**config.mk**
```make
export PLATFORM = sky130hd
export DESIGN_NAME = divider_controller
export DESIGN_NICKNAME = d
export VERILOG_FILES = /design/src/rtl/divider_pkg.sv /design/src/rtl/edge_sync.sv /design/src/rtl/divider_controller.sv
export SDC_FILE = /design/constraint.sdc
export NUM_CORES = 1
export LEC_CHECK = 0
export CORE_ASPECT_RATIO = 1.5
export CORE_MARGIN = 2
export CORE_UTILIZATION = 25
export DETAILED_ROUTE_END_ITERATION = 8
export GPL_TIMING_DRIVEN = 0
export HOLD_SLACK_MARGIN = 0.05
export PLACE_DENSITY_LB_ADDON = 0.12
export REMOVE_ABC_BUFFERS = 1
export SYNTH_ARGS = -nofsm -noshare
export SYNTH_HDL_FRONTEND = slang
export SYNTH_SLANG_ARGS = --single-unit
export TNS_END_PERCENT = 20
```
**constraint.sdc**
```tcl
create_clock -name clk -period 5.9 [get_ports clk]
set_input_delay 1.18 -clock clk [delete_from_list [all_inputs] [get_ports clk]]
set_output_delay 1.18 -clock clk [all_outputs]
set_load 0.02 [all_outputs]
```
**src/rtl/divider_pkg.sv**
```systemverilog
// Shared types and default sizing for the edge-counting divider.
package divider_pkg;

   typedef enum logic [1:0] {
      IDLE  = 2'd0,
      COUNT = 2'd1,
      DONE  = 2'd2
   } state_e;

   localparam int DEF_WIDTH       = 32;
   localparam int DEF_REP_WIDTH   = 16;
   localparam int DEF_SYNC_STAGES = 2;

endpackage

```
**src/rtl/edge_sync.sv**
```systemverilog
// Multi-flop synchronizer with registered rising-edge detect.
module edge_sync #(
   parameter int STAGES = 2
) (
   input  logic clk,
   input  logic reset_n,
   input  logic sig_in,
   output logic edge_pulse
);

   logic [STAGES-1:0] sync_q;
   logic              prev_q;
   logic              pulse_q;

   always_ff @(posedge clk or negedge reset_n) begin
      if (!reset_n) begin
         sync_q  <= '0;
         prev_q  <= 1'b0;
         pulse_q <= 1'b0;
      end else begin
         sync_q  <= {sync_q[STAGES-2:0], sig_in};
         prev_q  <= sync_q[STAGES-1];
         pulse_q <= sync_q[STAGES-1] & ~prev_q;
      end
   end

   assign edge_pulse = pulse_q;

endmodule

```
**src/rtl/divider_controller.sv**
```systemverilog
// Divides synchronized sig_in rising edges by a programmed divisor,
// for a programmed number of periods or free-running.
module divider_controller
   import divider_pkg::*;
#(
   parameter int WIDTH       = DEF_WIDTH,
   parameter int REP_WIDTH   = DEF_REP_WIDTH,
   parameter int SYNC_STAGES = DEF_SYNC_STAGES
) (
   input  logic                 clk,
   input  logic                 reset_n,
   input  logic                 sig_in,
   input  logic                 start,
   input  logic                 stop,
   input  logic [WIDTH-1:0]     cfg_divisor,
   input  logic [REP_WIDTH-1:0] cfg_repeat,
   output logic                 busy,
   output logic                 div_out,
   output logic                 done,
   output logic                 cfg_error,
   output logic [REP_WIDTH-1:0] period_count
);

   logic edge_pulse;

   edge_sync #(.STAGES(SYNC_STAGES)) u_sync (
      .clk        (clk),
      .reset_n    (reset_n),
      .sig_in     (sig_in),
      .edge_pulse (edge_pulse)
   );

   state_e               state_q, state_d;
   logic [WIDTH-1:0]     cnt_q, cnt_d;
   logic [WIDTH-1:0]     div_q, div_d;
   logic [REP_WIDTH-1:0] rep_q, rep_d;
   logic [REP_WIDTH-1:0] pc_q, pc_d;
   logic                 busy_q, busy_d;
   logic                 dout_q, dout_d;
   logic                 done_q, done_d;
   logic                 err_q, err_d;

   always_comb begin
      state_d = state_q;
      cnt_d   = cnt_q;
      div_d   = div_q;
      rep_d   = rep_q;
      pc_d    = pc_q;
      dout_d  = 1'b0;
      done_d  = 1'b0;
      err_d   = 1'b0;
      unique case (state_q)
         IDLE: begin
            if (start && !stop) begin
               if (cfg_divisor == '0) begin
                  err_d = 1'b1;
               end else begin
                  div_d   = cfg_divisor;
                  rep_d   = cfg_repeat;
                  cnt_d   = '0;
                  pc_d    = '0;
                  state_d = COUNT;
               end
            end
         end
         COUNT: begin
            // stop wins over a coincident edge
            if (stop) begin
               state_d = IDLE;
            end else if (edge_pulse) begin
               if (cnt_q + WIDTH'(1) == div_q) begin
                  cnt_d  = '0;
                  dout_d = 1'b1;
                  pc_d   = pc_q + REP_WIDTH'(1);
                  if (rep_q != '0 && pc_d == rep_q)
                     state_d = DONE;
               end else begin
                  cnt_d = cnt_q + WIDTH'(1);
               end
            end
         end
         DONE: begin
            done_d  = 1'b1;
            state_d = IDLE;
         end
         default: state_d = IDLE;
      endcase
      // busy stays up through DONE so it falls together with done
      busy_d = (state_d != IDLE);
   end

   always_ff @(posedge clk or negedge reset_n) begin
      if (!reset_n) begin
         state_q <= IDLE;
         cnt_q   <= '0;
         div_q   <= '0;
         rep_q   <= '0;
         pc_q    <= '0;
         busy_q  <= 1'b0;
         dout_q  <= 1'b0;
         done_q  <= 1'b0;
         err_q   <= 1'b0;
      end else begin
         state_q <= state_d;
         cnt_q   <= cnt_d;
         div_q   <= div_d;
         rep_q   <= rep_d;
         pc_q    <= pc_d;
         busy_q  <= busy_d;
         dout_q  <= dout_d;
         done_q  <= done_d;
         err_q   <= err_d;
      end
   end

   assign busy         = busy_q;
   assign div_out      = dout_q;
   assign done         = done_q;
   assign cfg_error    = err_q;
   assign period_count = pc_q;

endmodule

```
# Word-level counts from Yosys, hierarchy flattened
# Index checks and enable logic that the tools add are counted.
classes:
  reduce_logical: 11
  n_addsub: 2
  muxes: 27
  bitwise: 3
  eq_ne: 9
op_table:
  columns: ["cell", "n"]
  rows:
  - ["32-bit two-way mux", 5]
  - ["16-bit two-way mux", 5]
  - ["32-bit one-hot mux with 2 select lines", 1]
  - ["32-bit by 1-bit adder with 32-bit output, second input constant", 1]
  - ["32-bit equality test", 1]
  - ["32-bit logical NOT", 1]
  - ["16-bit one-hot mux with 2 select lines", 1]
  - ["16-bit by 1-bit adder with 16-bit output, second input constant", 1]
  - ["16-bit equality test", 1]
  - ["16-bit nonzero test", 1]
  - ["2-bit two-way mux", 6]
  - ["1-bit two-way mux", 8]
  - ["2-bit inequality test, second input constant", 4]
  - ["6-bit AND reduction", 1]
  - ["5-bit AND reduction", 1]
  - ["2-bit one-hot mux with 2 select lines", 1]
  - ["2-bit nonzero test", 2]
  - ["3-bit AND reduction", 1]
  - ["2-bit by 1-bit equality test with 1-bit output, second input constant", 1]
  - ["2-bit equality test, second input constant", 1]
  - ["1-bit logical AND", 2]
  - ["2-bit logical NOT", 1]
  - ["2-bit by 1-bit inequality test with 1-bit output, second input constant", 1]
  - ["1-bit inverter", 2]
  - ["other kinds (2)", 2]
totals:
  ff_bits: 106
  in_bits: 53

# Logic depth before layout (Yosys ltp)
logic_depth:
  word_depth: 9
  ltp_mapped: 12
  mapped_depth_nobuf: 9

# Cells and area by module
# From an unflattened synthesis, not the netlist that was laid out.
hier_totals:
  cells_unflattened: 751
  area_unflattened_um2: 6428.7
by_module_without_submodules:
  columns: ["mod", "seq_area_each_um2", "area_each_um2", "cells_each", "n_inst"]
  rows:
  - ["divider_controller", 2552.4, 6314.8, 746, 1]
  - ["edge_sync", 100.1, 113.9, 5, 1]

# Worst setup path before layout
# Ideal clock, no wire load.
synth_path:
  path_type: "input port to flip-flop"
  start: "in stop"
  end: "reg pc_q[9] (netlist: period_count[9])"
  arrival_time_ps: 3071
  n_path_buf: 4
  slack_ps: 2696
  t_required_ps: 5767
  cell_stages: 11
  path_cell_list: "clkbuf_1 -> nor4b_1 -> nor2b_1 -> clkbuf_1 -> nor2_1 -> clkbuf_1 -> inv_1 -> clkbuf_1 -> nand4_1 -> o211ai_1 -> o41ai_1"
synth_via:
  elab_chain_cells: 4
synth_lines:
  columns: ["element", "line", "source"]
  rows:
  - ["start, declared", "divider_controller.sv:14", "input logic stop,"]
  - ["1-bit logical NOT", "divider_controller.sv:54", "if (start && !stop) begin"]
  - ["1-bit logical AND", "divider_controller.sv:54", null]
  - ["2-bit inequality test (no source line)", null, null]
  - ["6-bit AND reduction (no source line) *", null, null]
  - ["end signal, assigned", "divider_controller.sv:108", "pc_q <= pc_d;"]
  - ["end, declared", "divider_controller.sv:37", "logic [REP_WIDTH-1:0] pc_q, pc_d;"]
# Every way passes the cells marked *; elsewhere a longest branch is shown, timed or not.
# A chain may end at the register's enable or synchronous reset.

# Worst setup path in the final report
layout_path:
  start: "in stop"
  end: "reg cnt_q[15]"
layout_via:
  elab_chain_cells: 4
layout_lines:
  columns: ["element", "line", "source"]
  rows:
  - ["1-bit logical NOT", "divider_controller.sv:54", null]
  - ["1-bit logical AND", "divider_controller.sv:54", null]
  - ["2-bit inequality test (no source line)", null, null]
  - ["5-bit AND reduction (no source line) *", null, null]
  - ["end signal, assigned", "divider_controller.sv:105", "cnt_q <= cnt_d;"]
  - ["end, declared", "divider_controller.sv:34", "logic [WIDTH-1:0] cnt_q, cnt_d;"]
# Marked as above.

==> flow_metrics.tcl <==
set metrics [dict create \
    period_share_pct 82.0 \
    start_util_pct 25.3 \
    post_cts_buffers 0 \
    path_depth 7 \
    initialDrtViolationCount 381 \
    num_vias 6066 \
    critPathSlowestCell "nor2b_1" \
    nNetsFinal 880 \
    synthArstFlopShare_pct 100 \
    fmax_mhz 207 \
    antenna_cells 0 \
    mostFrequentLayoutCells "134 x nand2_1, 106 x dfrtp_1, 71 x clkdlybuf4s50_1" \
    slew_violations 0 \
    syn_inst 792 \
    setup_viol 0 \
    min_path_type "reg2reg" \
    dp_slack_ns 0.309 \
    cap_violations 0 \
    fillerInstances 2868 \
    ys_ff_latch 106 \
    cts_tree "built" \
    reg2reg_from "cnt_q[2]$_DFFE_PN0P_" \
    grt_pass1_vias 6201 \
    grt_pass1_wl_mm 35.6 \
    skew_ns 0.0128 \
    drive_gt1_share_pct 8.57 \
    reg2reg_slack_ns 1.30 \
    synth_fa_ha_area_share_pct 0.364 \
    cts_buffers 9 \
    synth.avg_cell_area_um2 8.68 \
    totalPowerFinal_mw 2.00 \
    synth_compound_area_share_pct 11.6 \
    antenna_found_initial 0 \
    synthesis.area_um2 6880 \
    slew_headroom_pct 15.0 \
    gp_congestion 0.848 \
    cp-startpoint "stop" \
    drtAntennaViolNets 0 \
    num_rows 74 \
    cp_num_buf_inv 1 \
    leakage_nw 3.19 \
    die_w_um 139 \
    synth_edf_count 0 \
    vdd_drop_max_v 0.000150 \
    place_area_um2 7950 \
    clkSinkCount 106 \
    layout_setup_ws_ns 1.06 \
    finalSetupTns_ns 0 \
    synthMuxAreaShare_pct 6.75 \
    post_drt_via_cell_ratio 5.18 \
    crit_family "simple AND/OR/NAND/NOR gates" \
    worstRegToRegCells 10 \
    drt_wl_total_mm 22.7 \
    cp_max_fo 32 \
    grt_max_degree 58 \
    multi_input_area_um2 3940 \
    crit_end "cnt_q[15]$_DFFE_PN0P_" \
    syn_to_final_growth_pct 19.6 \
    cts.path.max_buffers 2 \
    cts_root_buffer "clkbuf_16" \
    crit_arrival_ns 5.07 \
    start_kind "primary input" \
    clk_pin_slew_worst_paths_ns 0.07 \
    design.core.area_um2 27100 \
    status "finished clean" \
    die_h_um 207 \
    route.detailed.drc 0 \
    io_pins 73 \
    yosysUniqueCellTypes 67 \
    portBuffers 72 \
    synth-simple-area-share_pct 29.5 \
    final_util_pct 30.3 \
    min_period_ns 4.84 \
    synth_warnings 0 \
    design_area_um2 8220 \
    overflow 0 \
    path_class "in2reg" \
    routedWlPerCell_um 19.4 \
    worstPathCellList "clkdlybuf4s50_1, nor4b_1, nor2b_1, nor2_1, a21o_2, a31oi_1, mux2i_1" \
    tightest_slew_ns 1.27 \
    hold_violations 0 \
    synth_flop_cell "dfrtp_1" \
    die_area_um2 28900 \
    synth_xor_area_share_pct 8.79 \
    layout.cells.most_common "nand2_1" \
    synth_top_family_by_area "simple AND/OR/NAND/NOR gates" \
    power-per-cell-area_nw_per_um2 243 \
    regArea_um2 2650 \
    clock_latency_ns 0.37 \
    cts_resized 0 \
    dp_hpwl_mm 17.0 \
    endpoint_kind "register" \
    yosysSeqAreaShare_pct 38.6 \
    rsz0062_at_grt "no" \
    track_usage_pct 15.9 \
    cp.required_ns 6.13 \
    first_pass_iters 5 \
    cts_max_level 3 \
    ctsHoldBuffers 0 \
    max_stage_delay_ns 1.06 \
    timing.rr.end "period_count[10]$_DFFE_PN0P_" \
]
[layer usage]
layer	vias to the layer above	wire (um)	part of all wire (%)	GRT usage [%]
met5	-	0	0	0
met4	0	567	2.5	5.50
met3	30	576	2.5	2.22
met2	102	12100	53	29.6
met1	3013	9460	42	18.3
li1	2921	-	-	-
[state kept, by name, indices dropped and copies added, names as in the netlist]
signal / flops
u_sync.prev_q: 1
done: 1
rep_q: 16
cfg_error: 1
div_out: 1
u_sync.sync_q: 2
u_sync.edge_pulse: 1
cnt_q: 32
state_q: 2
busy: 1
period_count: 16
div_q: 32
[Yosys cell counts, types with 7 or more instances]
master | number | share of area, %
and3_1 | 22 | 2.0
dfrtp_1 | 106 | 39
clkbuf_1 | 32 | 1.7
or4_1 | 8 | 0.87
inv_1 | 14 | 0.76
o21ai_0 | 41 | 3.0
mux2_2 | 35 | 5.7
nor2b_1 | 14 | 1.3
nand4_1 | 28 | 2.5
nor2_1 | 23 | 1.3
nand2_1 | 134 | 7.3
nor3_1 | 29 | 2.1
nor4_1 | 27 | 2.5
xor2_1 | 27 | 3.4
mux2i_1 | 7 | 1.0
nand3_1 | 39 | 2.8
buf_2 | 23 | 1.7
or3_1 | 11 | 1.0
o211ai_1 | 14 | 1.5
xnor2_1 | 42 | 5.4
a31oi_1 | 12 | 1.1
a21oi_1 | 11 | 0.80
[kinds of logic after synthesis]
logic type | Yosys count
AOI/OAI and AO/OA | 121
xor gates and xnor gates | 69
adders and majority gates | 2
buffers and inverters | 71
DFF | 106
muxes | 42
and+or+nand+nor | 381
[how the worst min path moves through the flow]
stage,slack (ns),startpoint,to,cells past startpoint
2_1_floorplan,0.33,u_sync.sync_q[0]$_DFF_PN0_,u_sync.sync_q[1]$_DFF_PN0_,0
3_3_place_gp,0.34,u_sync.sync_q[0]$_DFF_PN0_,u_sync.sync_q[1]$_DFF_PN0_,0
3_5_place_dp,0.34,u_sync.sync_q[0]$_DFF_PN0_,u_sync.sync_q[1]$_DFF_PN0_,0
4_1_cts,0.36,u_sync.sync_q[0]$_DFF_PN0_,u_sync.sync_q[1]$_DFF_PN0_,0
5_1_grt,0.37,u_sync.sync_q[0]$_DFF_PN0_,u_sync.sync_q[1]$_DFF_PN0_,0
6_report,0.35,u_sync.sync_q[0]$_DFF_PN0_,u_sync.sync_q[1]$_DFF_PN0_,0
[layout make-up]
cell class	instances	area share, %
repair buffers	79	10.7
inverters	14	0.639
multi-input cells	615	47.8
clock buffers	10	2.78
well taps	342	5.20
flip-flops and latches	106	32.3
clock inverters	4	0.548
[where the power goes]
group	switching (mW)	internal [mW]	leakage (nW)
Sequential	0.111	0.812	1.37
Clock	0.282	0.323	0.138
Combinational	0.238	0.234	1.68
[through the flow]
step,std cells,hold slack (ns)
4_1_cts,1170,0.356
2_1_floorplan,735,0.331
3_3_place_gp,1149,0.337
6_report,1170,0.352
5_1_grt,1170,0.371
3_5_place_dp,1156,0.341
Power figures use the tool's default switching activity.
